[config.mk]
export PLATFORM = sky130hd
export DESIGN_NAME = cp0_exc_ctrl
export DESIGN_NICKNAME = d
export VERILOG_FILES = /design/src/rtl/cp0_exc_ctrl.sv
export SDC_FILE = /design/constraint.sdc
export NUM_CORES = 1
export LEC_CHECK = 0
export ABC_AREA = 1
export BUFFER_PORTS_ARGS = -buffer_cell sky130_fd_sc_hd__buf_2
export CORE_UTILIZATION = 44
export DETAILED_ROUTE_END_ITERATION = 8
export GPL_TIMING_DRIVEN = 0
export PLACE_DENSITY = 0.76
export REMOVE_ABC_BUFFERS = 1
export SYNTH_ARGS = -nofsm -noshare
export SYNTH_HDL_FRONTEND = slang
export SYNTH_SLANG_ARGS = --single-unit
[constraint.sdc]
create_clock -name clk -period 1.4 [get_ports clk]
set_input_delay 0.21 -clock clk [delete_from_list [all_inputs] [get_ports clk]]
set_output_delay 0.21 -clock clk [all_outputs]
set_load 0.01 [all_outputs]
[src/rtl/cp0_exc_ctrl.sv]
// cp0_exc_ctrl
// -----------------------------------------------------------------------------
// Coprocessor-0 exception controller for the 5-stage MIPS core. It merges the
// MEM-stage synchronous exception code with six level-sensitive hardware
// interrupt lines and raises a combinational flush/redirect request. It also
// holds SR, Cause, EPC and PRId and serves mfc0, mtc0 and eret.
//
// Ports
//   clk      system clock
//   reset    synchronous, active-high reset
//   A1       mfc0 read register number
//   A2       mtc0 write register number
//   DIn      mtc0 write data
//   We       mtc0 write enable (MEM stage)
//   PC       word address [31:2] of the instruction in MEM
//   BD       instruction in MEM sits in a branch delay slot
//   ExcCode  exception code from the MEM exception check (0 = none)
//   HWInt    hardware interrupt lines [7:2], level-sensitive
//   EXLClr   eret in MEM
//   IntReq   take-exception request (flush, jump to the handler)
//   EPC      current EPC [31:2], used by eret
//   DOut     mfc0 read data
// -----------------------------------------------------------------------------
module cp0_exc_ctrl #(
  parameter logic [31:0] PRID = 32'h2020_0615
) (
  input  logic        clk,
  input  logic        reset,
  input  logic [4:0]  A1,
  input  logic [4:0]  A2,
  input  logic [31:0] DIn,
  input  logic        We,
  input  logic [29:0] PC,
  input  logic        BD,
  input  logic [4:0]  ExcCode,
  input  logic [5:0]  HWInt,
  input  logic        EXLClr,
  output logic        IntReq,
  output logic [29:0] EPC,
  output logic [31:0] DOut
);

  localparam logic [4:0] REG_SR    = 5'd12;
  localparam logic [4:0] REG_CAUSE = 5'd13;
  localparam logic [4:0] REG_EPC   = 5'd14;
  localparam logic [4:0] REG_PRID  = 5'd15;

  // SR fields
  logic [5:0]  im_reg;
  logic        exl_reg;
  logic        ie_reg;
  // Cause fields
  logic        bd_reg;
  logic [5:0]  ip_reg;
  logic [4:0]  exc_code_reg;
  // EPC
  logic [29:0] epc_reg;

  logic        int_pend;
  logic        exc_pend;
  logic        sr_write;
  logic        epc_write;
  logic [29:0] victim_epc;

  // EXL masks both sources, so no nested entry can happen inside a handler.
  assign int_pend = (|(HWInt & im_reg)) & ie_reg & ~exl_reg;
  assign exc_pend = (ExcCode != 5'd0) & ~exl_reg;
  assign IntReq   = int_pend | exc_pend;

  // An mtc0 on the cycle of entry belongs to an instruction that never
  // commits, so it is qualified with !IntReq.
  assign sr_write  = We & ~IntReq & (A2 == REG_SR);
  assign epc_write = We & ~IntReq & (A2 == REG_EPC);

  // In a delay slot the handler must return to the branch, one word earlier.
  // The subtraction wraps naturally at 30 bits.
  assign victim_epc = BD ? (PC - 30'd1) : PC;

  always_ff @(posedge clk) begin
    if (reset) begin
      im_reg       <= 6'd0;
      exl_reg      <= 1'b0;
      ie_reg       <= 1'b0;
      bd_reg       <= 1'b0;
      ip_reg       <= 6'd0;
      exc_code_reg <= 5'd0;
      epc_reg      <= 30'd0;
    end else begin
      // Raw interrupt visibility, regardless of masking.
      ip_reg <= HWInt;

      if (IntReq) begin
        exl_reg      <= 1'b1;
        // An interrupt outranks a synchronous exception and is coded as 0.
        exc_code_reg <= int_pend ? 5'd0 : ExcCode;
        bd_reg       <= BD;
        epc_reg      <= victim_epc;
      end else begin
        if (sr_write) begin
          im_reg  <= DIn[15:10];
          ie_reg  <= DIn[0];
          exl_reg <= DIn[1];
        end
        if (epc_write) begin
          epc_reg <= DIn[31:2];
        end
        // eret takes precedence over an mtc0 to SR for the EXL bit only.
        if (EXLClr) begin
          exl_reg <= 1'b0;
        end
      end
    end
  end

  assign EPC = epc_reg;

  // Read mux shows registered state only.
  always_comb begin
    DOut = 32'h0;
    case (A1)
      REG_SR:    DOut = {16'h0, im_reg, 8'h0, exl_reg, ie_reg};
      REG_CAUSE: DOut = {bd_reg, 15'h0, ip_reg, 3'h0, exc_code_reg, 2'b00};
      REG_EPC:   DOut = {epc_reg, 2'b00};
      REG_PRID:  DOut = PRID;
      default:   DOut = 32'h0;
    endcase
  end

endmodule

# Word level (Yosys, flattened, before mapping)
# Index checks and enable logic that the tools add are counted.
# word_totals
register_bits,50
input_bits,88
word_cells,37
out_inout_bits,63
# classes
n_addsub,1
bitwise_logic,10
reduce_logical,5
n_mux,8
n_eq_ne,6
# op_table
cell,count
$pmux W32 S4,1
$mux W30,3
$eq A5 B4 Y1 const B,6
$sub A30 B1 Y30 const B,1
$and A1 B1 Y1,6
$and A6 B6 Y6,1
$reduce_or A6 Y1,1
$mux W5,1
$reduce_bool A5 Y1,1
$mux W1,3
$reduce_bool A3 Y1,1
$not A1 Y1,2
$reduce_and A2 Y1,1
$reduce_bool A2 Y1,1
$or A1 B1 Y1,1

# Longest topological paths before layout
# Gate-level depths: netlist of run 1.
# logic_depth
word_depth,11
ltp_mapped,12

# Worst setup path after synthesis of run 1
# OpenSTA, ideal clock, no wires.
# synth_path
path_type,flip-flop to flip-flop
start,register im_reg[0]
end,"register epc_reg[9], in the netlist EPC[9]"
arrival_time_ns,1.203
period_less_slack_ns,1.337
setup_ns,0.134
stages_incl_launch_ff,11
setup_slack_ns,0.063
t_required_ns,1.266
n_path_buf,2
path_cell_list,dfxtp_1 -> nand2_1 -> nand2_1 -> nor2_1 -> nand2_1 -> nand3_2 -> nand2_2 -> buf_6 -> buf_4 -> o21ai_0 -> a21oi_1
# synth_via
elab_chain_cells,9
elab_cells_between_ends,10
# synth_rtl
item,line,rtl
start: declaration,49,logic [5:0] im_reg;
start signal: assignment,100,im_reg <= DIn[15:10];
$and A6 B6 Y6 (*),66,assign int_pend = (|(HWInt & im_reg)) & ie_reg & ~exl_reg;
$reduce_or A6 Y1 (*),66,
$and A1 B1 Y1 (*) (2 in a row),66,
$or A1 B1 Y1 (*),68,assign IntReq = int_pend | exc_pend;
$not A1 Y1 (no source line),-,
$and A1 B1 Y1 (2 in a row),73,assign epc_write = We & ~IntReq & (A2 == REG_EPC);
$reduce_bool A2 Y1 (no source line),-,
end signal: assignment,97,epc_reg <= victim_epc;
end signal: assignment,105,epc_reg <= DIn[31:2];
end: declaration,57,logic [29:0] epc_reg;
# Mark *: on every way between the ends. The rest lies on a longest branch, timed or not.
# A chain may end at the register's enable or synchronous reset.

# Worst setup path after layout of run 1
# layout_path
start,register im_reg[1]
end,register im_reg[1]
# layout_via
elab_chain_cells,9
# layout_rtl
item,line,rtl
$and A6 B6 Y6 (*),66,
$reduce_or A6 Y1 (*),66,
$and A1 B1 Y1 (*) (2 in a row),66,
$or A1 B1 Y1 (*),68,
$not A1 Y1 (no source line) (*),-,
$and A1 B1 Y1 (2 in a row),72,assign sr_write = We & ~IntReq & (A2 == REG_SR);
$reduce_and A2 Y1 (no source line) (*),-,
# Marked as above.

==> flow_metrics.env, run 1 <==
export IMPL_syn_cell_area_um2=3466
export IMPL_vias_per_cell=5.483
export IMPL_gp_congestion=0.9459
export IMPL_status="finished, violations left"
export IMPL_drc_errors=0
export IMPL_setup_viol=45
export IMPL_top_layer_used="met4"
export IMPL_clockBufferDepth=2
export IMPL_yosys_area_top_type="dfxtp_1"
export IMPL_slew_viol_final=0
export IMPL_cts_root_buffer="clkbuf_8"
export IMPL_synth_cell_type_count=33
export IMPL_port_buffers=150
export IMPL_worstHoldPathType="primary input to flip-flop"
export IMPL_setup_slack_ns=-0.2177
export IMPL_leakage_nw=2.753
export IMPL_drt_pass1_iterations=6
export IMPL_cts_tree="built"
export IMPL_violations="negative setup slack"
export IMPL_final_cell_mix="buf_2, nand2_1, nor2_1, inv_1, dfxtp_1"
export IMPL_synth_top_area_share_pct=28.88
export IMPL_rsz0062_at_grt="yes"
export IMPL_grt_max_degree=37
export IMPL_final_common_cell="buf_2"
export IMPL_maxCapViolations=0
export IMPL_drive_gt1_share_pct=42.31
export IMPL_grtUsageTotal_pct=30.52
export IMPL_min_to="ip_reg[3]"
export IMPL_dr_wl_met2_um=6957
export IMPL_wl_met1_um=5762
export IMPL_numCtsBuffers=5
export IMPL_yosys_top_cells_area="dfxtp_1, nand2_1, nor2_1"
export IMPL_power_density_nw_per_um2=709.1
export IMPL_die_area_um2=8236
export IMPL_core_um2=7447
export IMPL_async_reset_ff_share_pct=0
export IMPL_required_ns=1.63
export IMPL_crit_fanout=8
export IMPL_slew_limit_headroom_pct=51.11
export IMPL_ff2ff_path_depth=10
export IMPL_critPathLaunchType="flip-flop"
export IMPL_synth_flop_cell="dfxtp_1"
export IMPL_wl_per_cell_um=16.90
export IMPL_cp_cell_sequence="nand2_2 > nand2_2 > nor2_2 > nand2_2 > nand3_4 > nand2_8 > buf_12 > nor2_4 > o21ai_1 > a21oi_1"
export IMPL_skew_ns=0.01698
export IMPL_first_iter_violations=325
export IMPL_vias=4715
export IMPL_fp_row_count=31
export IMPL_ys_ff_latch=50
export IMPL_finalInstanceArea_um2=5339
export IMPL_synth_edff_count=0
export IMPL_critPathMaxStageDelay_ns=0.34
export IMPL_h_tree_depth=2
export IMPL_multi_input_area_um2=2680
export IMPL_min_delay_path_depth=3
export IMPL_fillerInstances=627
export IMPL_cp_common_cell="nand2_2"
export IMPL_min_period_ns=1.618
export IMPL_vdd_drop_max_v=0.0004316
export IMPL_place_worst_setup_slack_ns=-1.418
export IMPL_ys_warn_count=0
export IMPL_worstPathArrival_ns=1.84
export IMPL_cp_end_kind="flip-flop"
export IMPL_insertion_delay_ns=0.31
export IMPL_power_mw=3.786
export IMPL_slowest_stage="dfxtp_2"
export IMPL_regToRegStartpoint="im_reg[1]"
export IMPL_die_h_um=90.75
export IMPL_min_from="HWInt[3]"
export IMPL_critPathKind="flip-flop to flip-flop"
export IMPL_initial_core_util_pct=46.54
export IMPL_grt_pass1_vias=4086
export IMPL_postSynthAreaPerCell_um2=5.914
export IMPL_wl_met3_um=1285
export IMPL_placed_cell_area_um2=4192
export IMPL_nets=849
export IMPL_dp_hpwl_um=8277
export IMPL_antenna_found_initial=0
export IMPL_overflow=0
export IMPL_antenna_left=0
export IMPL_num_antenna_cells=0
export IMPL_largest_register_ffs=30
export IMPL_worstMarginPinSlew_ns=0.7326
export IMPL_totalWireLength_um=14530
export IMPL_synth_seq_area_share_pct=28.88
export IMPL_fp_dieW_um=90.75
export IMPL_finalCritPeriodShare_pct=115.6
export IMPL_hold_ws_ns=0.09992
export IMPL_final_hold_violation_count=0
export IMPL_pin_count=151
export IMPL_numClockSinks=50
export IMPL_grt_pass1_wl_um=20060
export IMPL_regArea_um2=1008
export IMPL_clk_pin_slew_ns=0.11
export IMPL_max_freq_mhz=618.2
export IMPL_reg2reg_to="im_reg[1]"
export IMPL_rrSetupSlack_ns=-0.22
export IMPL_syn_to_final_growth_pct=54.04
export IMPL_synthCells=586
-- cell families after synthesis --
kind of cell	synth area share, %
fa+ha+maj	0.3610
simple gates	40.14
buf+inv	12.85
compound gates	13.97
flops	28.88
xor+xnor	3.791
-- worst max-delay path by stage --
stage | to | slack, ns | cells after the start | from
2_1_floorplan | EPC[1] | -0.66 | 9 | im_reg[0]
3_3_place_gp | EPC[1] | -1.36 | 9 | im_reg[5]
3_5_place_dp | EPC[19] | -1.42 | 11 | HWInt[5]
4_1_cts | IntReq | -0.16 | 7 | im_reg[5]
5_1_grt | im_reg[1] | -0.32 | 10 | im_reg[1]
6_report | im_reg[1] | -0.22 | 10 | im_reg[1]
-- metal layers --
metal  up-vias  track usage (%)
li1       2203                -
met3        53            4.209
met1      2153            38.04
met2       306            54.04
met4         0            9.274
met5         -                0
-- cell type report --
type	instances	share of cell area, %
sequential	50	18.89
timing repair inverter	2	0.2812
inverter	79	5.906
clock inverter	3	0.3984
tap	99	2.320
timing repair buffer	179	20.72
multi-input combinational	443	50.20
clock buffer	5	1.289
-- critical path: cells and delay by family (launching register included) --
family                 cells  cell delay (ns)
and+or+nand+nor            7             0.77
DFF                        1             0.34
AOI/OAI and AO/OA          2             0.28
buffers and inverters      1             0.15
-- repair_timing --
action | 4_1_cts | 5_1_grt
hold buffers | 0 | 0
pin swaps | 20 | 32
setup buffers | 17 | 10
gates resized for setup | 92 | 97
cloned | 6 | 6
setup endpoints to repair | 75 | 59
-- cell usage after synthesis, types with 3 or more instances --
library cell and number:
o21bai_1 3, dfxtp_1 50, a211oi_1 5, nand4_1 7, xor2_1 14, buf_6 4
clkbuf_1 9, a31oi_1 3, a21oi_1 32, inv_2 3, nand3_2 3, o21ai_0 37
buf_4 6, nor2_1 91, nand3_1 33, nand2_1 183, nor3_1 5, a22o_1 4
inv_1 76
-- power by group --
group	internal (mW)	switching, mW	leakage, nW
registers	1.53	0.0964	0.417
clock network	0.353	0.543	0.0441
logic	0.511	0.752	2.29
-- per-stage QoR --
stage	std cells	util, %	setup TNS [ns]
2_1_floorplan	564	-	-20.73
3_3_place_gp	813	56.28	-60.66
3_5_place_dp	813	56.28	-63.39
4_1_cts	844	64.47	-3.827
5_1_grt	860	71.69	-9.998
6_report	860	71.69	-6.734
Note: power is estimated with default switching activity, not from simulation.
==> run 2: changes to the inputs <==
Settings changed: BUFFER_PORTS_ARGS -buffer_cell sky130_fd_sc_hd__buf_2 to unset, CORE_UTILIZATION 44 to 45, DONT_BUFFER_PORTS set to 1, PLACE_DENSITY 0.76 to 0.6.
==> run 2 against run 1 <==
Effect of this change:
- largest cell class unchanged
- global-route usage decreased by 0.78 points
- fmax rose by 2.1%
- die area decreased by 2.2%
- the run still ends with negative setup slack left
- via count decreased by 17%
- clock-buffer cell count up 2
- utilization fell by 12 points
- clock power rose by 8.7%
- setup slack gained 0.033 ns
==> flow_metrics.env, run 2 (synthesized netlist as in run 1, its figures left out) <==
export IMPL_initial_core_util_pct=47.28
export IMPL_ff2ff_path_depth=11
export IMPL_final_cell_mix="nand2_1, nor2_1, inv_1, dfxtp_1, nand3_1"
export IMPL_vias_per_cell=5.506
export IMPL_maxCapViolations=0
export IMPL_dp_hpwl_um=7662
export IMPL_power_density_nw_per_um2=791.2
export IMPL_overflow=0
export IMPL_rsz0062_at_grt="yes"
export IMPL_fp_row_count=31
export IMPL_skew_ns=0.007417
export IMPL_numClockSinks=50
export IMPL_finalCritPeriodShare_pct=113.2
export IMPL_top_layer_used="met4"
export IMPL_status="finished, violations left"
export IMPL_cts_root_buffer="clkbuf_8"
export IMPL_required_ns=1.65
export IMPL_num_antenna_cells=0
export IMPL_netSwitchingPower_mw=1.143
export IMPL_fillerInstances=722
export IMPL_setup_slack_ns=-0.1846
export IMPL_syn_to_final_growth_pct=25.34
export IMPL_vias=3909
export IMPL_drt_pass1_iterations=5
export IMPL_largest_register_ffs=30
export IMPL_hold_ws_ns=0.03248
export IMPL_cts_tree="built"
export IMPL_critPathLaunchType="flip-flop"
export IMPL_drc_errors=0
export IMPL_slowest_stage="dfxtp_2"
export IMPL_critPathKind="flip-flop to flip-flop"
export IMPL_min_period_ns=1.585
export IMPL_worstHoldPathType="primary input to flip-flop"
export IMPL_pin_count=151
export IMPL_critPathTopFamily="simple AND/OR/NAND/NOR gates"
export IMPL_finalSetupTns_ns=-4.655
export IMPL_insertion_delay_ns=0.31
export IMPL_swShare_pct=33.25
export IMPL_power_mw=3.437
export IMPL_cp_end_kind="flip-flop"
export IMPL_h_tree_depth=2
export IMPL_grt_pass1_wl_um=19010
export IMPL_crit_end="EPC[2]"
export IMPL_wl_met1_um=5072
export IMPL_power_share_clock_pct=28.4
export IMPL_port_buffers=0
export IMPL_core_um2=7331
export IMPL_multi_input_area_um2=2436
export IMPL_numCtsBuffers=5
export IMPL_fp_dieW_um=89.76
export IMPL_gp_congestion=0.9091
export IMPL_final_hold_violation_count=0
export IMPL_grt_max_degree=30
export IMPL_drive_gt1_share_pct=19.97
export IMPL_regArea_um2=1008
export IMPL_power_internal_mw=2.294
export IMPL_cp_cell_sequence="nand2_1 > nand2_1 > nor2_1 > nand2_2 > nand3_4 > nand2_8 > clkinvlp_4 > clkbuf_16 > nor2_2 > nor2_1 > a21oi_1"
export IMPL_worstMarginPinSlew_ns=0.6131
export IMPL_nets=699
export IMPL_antenna_found_initial=0
export IMPL_cp_depth=11
export IMPL_slew_viol_final=0
export IMPL_final_core_util_pct=59.26
export IMPL_critPathMaxStageDelay_ns=0.33
export IMPL_final_common_cell="nand2_1"
export IMPL_crit_fanout=7
export IMPL_die_area_um2=8057
export IMPL_leakage_nw=1.914
export IMPL_rrSetupSlack_ns=-0.18
export IMPL_antenna_left=0
export IMPL_pwr_share_comb_pct=23.7
export IMPL_wl_per_cell_um=17.85
export IMPL_clk_pin_slew_ns=0.10
export IMPL_clockBufferDepth=2
export IMPL_worstPathArrival_ns=1.84
export IMPL_cp_startpoint="im_reg[1]"
export IMPL_die_h_um=89.76
export IMPL_grt_pass1_vias=3727
export IMPL_totalWireLength_um=12670
export IMPL_setup_viol=45
export IMPL_reg2reg_to="EPC[2]"
export IMPL_crit_buf_inv=2
export IMPL_regToRegStartpoint="im_reg[1]"
export IMPL_first_iter_violations=227
export IMPL_place_worst_setup_slack_ns=-1.589
export IMPL_vdd_drop_max_v=0.0004876
export IMPL_slew_limit_headroom_pct=59.08
export IMPL_seqPwrFrac_pct=48.0
export IMPL_wl_met3_um=1219
export IMPL_max_freq_mhz=631.1
export IMPL_violations="negative setup slack"
export IMPL_dr_wl_met2_um=6125
export IMPL_grtUsageTotal_pct=29.74
-- run 2: power groups by stage --
stage | clock network [mW] | logic [mW] | registers [mW]
floorplan | 0 | 0.384 | 1.66
finish | 0.975 | 0.813 | 1.65
global placement | 0 | 0.477 | 1.68
CTS | 1.00 | 0.683 | 1.65
detailed placement | 0 | 0.485 | 1.68
global route | 1.05 | 0.894 | 1.66
-- run 2: worst register-to-register path, cell delays in order (launching register included) --
cell        delay, ns
dfxtp_2          0.33
nand2_1          0.04
nand2_1          0.08
nor2_1           0.05
nand2_2          0.08
nand3_4          0.11
nand2_8          0.17
clkinvlp_4       0.21
clkbuf_16        0.21
nor2_2           0.07
nor2_1           0.05
a21oi_1          0.10
-- run 2: final cells by class --
cell class | count | share of cell area (%)
clock buffer | 7 | 2.218
clock inverter | 1 | 0.2016
inverter | 79 | 7.200
multi-input combinational | 443 | 56.08
sequential | 50 | 23.21
tap | 99 | 2.851
timing repair buffer | 30 | 8.065
timing repair inverter | 1 | 0.1728
-- run 2: layer usage --
metal / vias up / global-route usage (%)
li1: 1898 / -
met1: 1805 / 36.19
met2: 182 / 50.51
met3: 24 / 7.953
met4: 0 / 10.11
met5: - / 0
-- run 2: repair_timing --
item                                    CTS  global route
hold buffers                              7             0
cloned                                    9             2
resized for setup                        61            57
endpoints found under the hold margin    35             0
endpoints found under the setup margin   61            60
buffers inserted                         12             9
pin swaps                                 4            28
-- run 2: stage by stage --
step           area (um2)  std cells
2_1_floorplan        3317        564
6_report             4344        710
3_5_place_dp         3441        663
4_1_cts              4035        699
3_3_place_gp         3441        663
5_1_grt              4344        710
-- run 2: worst min-delay path by stage --
stage,from,endpoint,slack (ns),depth (start not counted)
after floorplan,reset,EPC[29],0.27,1
after global placement,reset,EPC[7],0.28,1
after detailed placement,reset,EPC[7],0.28,1
after CTS,DIn[0],ie_reg,0.03,2
after global routing,DIn[10],im_reg[0],0.03,2
final,DIn[0],ie_reg,0.03,2
==> run 3: changes to the inputs <==
Settings changed: GPL_TIMING_DRIVEN 0 to unset.
==> run 3 against run 2 <==
Effect of this change:
- the flow still finishes with violations (negative setup slack)
- sequential cell count unchanged
- wire length is 11% lower
- sequential power about the same
- clock-buffer cell count decreased by 1
- register-to-register slack improved by 0.07 ns
- largest power group unchanged
- global-route usage shrank 1.5 points
- cell count up 3.9%
- design area decreased by 1.2%
- fmax up 4.4%
- combinational power decreased by 9.5%
- power is 0.98% higher
- critical path type is now flip-flop to primary output
==> flow_metrics.env, run 3 (synthesized netlist as in run 1, its figures left out) <==
export IMPL_instances_no_fill=738
export IMPL_cp_end_kind="primary output"
export IMPL_gp_congestion=0.9017
export IMPL_placedCellCount=715
export IMPL_final_hold_violation_count=0
export IMPL_critPathKind="flip-flop to primary output"
export IMPL_leakage_nw=2.039
export IMPL_numCtsBuffers=5
export IMPL_nets=727
export IMPL_netSwitchingPower_mw=1.078
export IMPL_hold_ws_ns=0.005395
export IMPL_core_um2=7331
export IMPL_cts_tree="built"
export IMPL_fp_dieW_um=89.76
export IMPL_min_period_ns=1.518
export IMPL_drt_pass1_iterations=5
export IMPL_grt_use_met1_pct=34.19
export IMPL_swShare_pct=31.06
export IMPL_num_antenna_cells=0
export IMPL_required_ns=1.19
export IMPL_met2_usage_pct=50.64
export IMPL_die_h_um=89.76
export IMPL_power_density_nw_per_um2=808.9
export IMPL_skew_ns=0.007063
export IMPL_die_area_um2=8057
export IMPL_port_buffers=0
export IMPL_first_iter_violations=195
export IMPL_vdd_drop_max_v=0.0003620
export IMPL_worstMarginPinSlew_ns=0.5390
export IMPL_final_cell_mix="nand2_1, nor2_1, inv_1, buf_4, dfxtp_1"
export IMPL_grtUsageTotal_pct=28.25
export IMPL_rsz0062_at_grt="yes"
export IMPL_worstHoldPathType="primary input to flip-flop"
export IMPL_power_mw=3.471
export IMPL_setup_viol=30
export IMPL_final_core_util_pct=58.53
export IMPL_maxCapViolations=0
export IMPL_clockBufferDepth=2
export IMPL_insertion_delay_ns=0.31
export IMPL_final_common_cell="nand2_1"
export IMPL_crit_fanout=7
export IMPL_status="finished, violations left"
export IMPL_initial_core_util_pct=47.28
export IMPL_grt_pass1_wl_um=18290
export IMPL_worstPathArrival_ns=1.31
export IMPL_slew_limit_headroom_pct=64.03
export IMPL_numClockSinks=50
export IMPL_grtUsageMet3_pct=6.937
export IMPL_vias_per_cell=5.164
export IMPL_power_share_clock_pct=31.3
export IMPL_overflow=0
export IMPL_max_freq_mhz=658.8
export IMPL_violations="negative setup slack"
export IMPL_totalWireLength_um=11220
export IMPL_seqPwrFrac_pct=47.5
export IMPL_pin_count=151
export IMPL_power_internal_mw=2.393
export IMPL_vias=3811
export IMPL_antenna_left=0
export IMPL_dp_hpwl_um=8329
export IMPL_finalCritPeriodShare_pct=108.4
export IMPL_fp_row_count=31
export IMPL_grt_max_degree=36
export IMPL_busiest_layer="met2"
export IMPL_slew_viol_final=0
export IMPL_drc_errors=0
export IMPL_grt_pass1_vias=3713
export IMPL_drive_gt1_share_pct=16.74
export IMPL_setup_slack_ns=-0.1179
export IMPL_fillerInstances=749
export IMPL_critPathLaunchType="flip-flop"
export IMPL_syn_to_final_growth_pct=23.79
export IMPL_cts_root_buffer="clkbuf_8"
export IMPL_wl_per_cell_um=15.20
export IMPL_clk_pin_slew_ns=0.10
export IMPL_pwr_share_comb_pct=21.2
export IMPL_h_tree_depth=2
export IMPL_largest_register_ffs=30
export IMPL_antenna_found_initial=0
run 3: critical path: stages, from the launching register on:
cell and delay (ns):
dfxtp_2 0.33, nand2_1 0.05, nand2_1 0.06, nor2_1 0.09, nand2_1 0.11, nand3_4 0.11
nand2_8 0.09, buf_12 0.15
run 3: path summary, 6_finish.rpt:
kind | depth (start not counted) | from | slack [ns] | to
worst max-delay path | 7 | im_reg[0] | -0.12 | IntReq
worst min-delay path | 2 | HWInt[4] | 0.005 | ip_reg[4]
worst max register to register | 11 | im_reg[0] | -0.12 | EPC[23]
worst min register to register | 2 | exc_code_reg[2] | 0.47 | exc_code_reg[2]
run 3: layer usage:
layer | vias to the layer above | share of wire (%)
li1 | 1938 | -
met1 | 1738 | 44
met2 | 125 | 48
met3 | 10 | 6.7
met4 | 0 | 0.86
met5 | - | 0
run 3: cell type report:
class | instances | area, um2 | share of cell area, %
clock buffer | 6 | 72.57 | 1.691
multi-input combinational | 435 | 2117 | 49.34
timing repair buffer | 67 | 636.9 | 14.84
clock inverter | 2 | 37.54 | 0.8749
sequential | 50 | 1006 | 23.45
inverter | 79 | 296.5 | 6.912
tap | 99 | 123.9 | 2.887
run 3: power groups by stage:
| stage | Sequential (mW) | Combinational [mW] | Clock [mW] |
|---|---|---|---|
| after floorplan | 1.66 | 0.384 | 0 |
| after global placement | 1.68 | 0.565 | 0 |
| after detailed placement | 1.68 | 0.572 | 0 |
| after CTS | 1.65 | 0.699 | 1.08 |
| after global routing | 1.66 | 0.822 | 1.14 |
| final | 1.65 | 0.736 | 1.09 |
run 3: metrics by stage:
step           TNS, ns  setup slack (ns)  cell area (um2)
4_1_cts         -2.917           -0.1344             4207
3_3_place_gp    -1.669          -0.08720             3869
3_5_place_dp    -2.073           -0.1168             3869
6_report        -2.473           -0.1179             4290
5_1_grt         -5.683           -0.2017             4290
2_1_floorplan   -20.73           -0.6568             3317
run 3: what timing repair did:
action | in CTS | in global routing
resized for setup | 23 | 19
gates cloned | 3 | 0
endpoints found under the setup margin | 39 | 45
buffers inserted | 4 | 2
endpoints found under the hold margin | 35 | 1
hold buffers | 5 | 1
pin swaps | 2 | 6
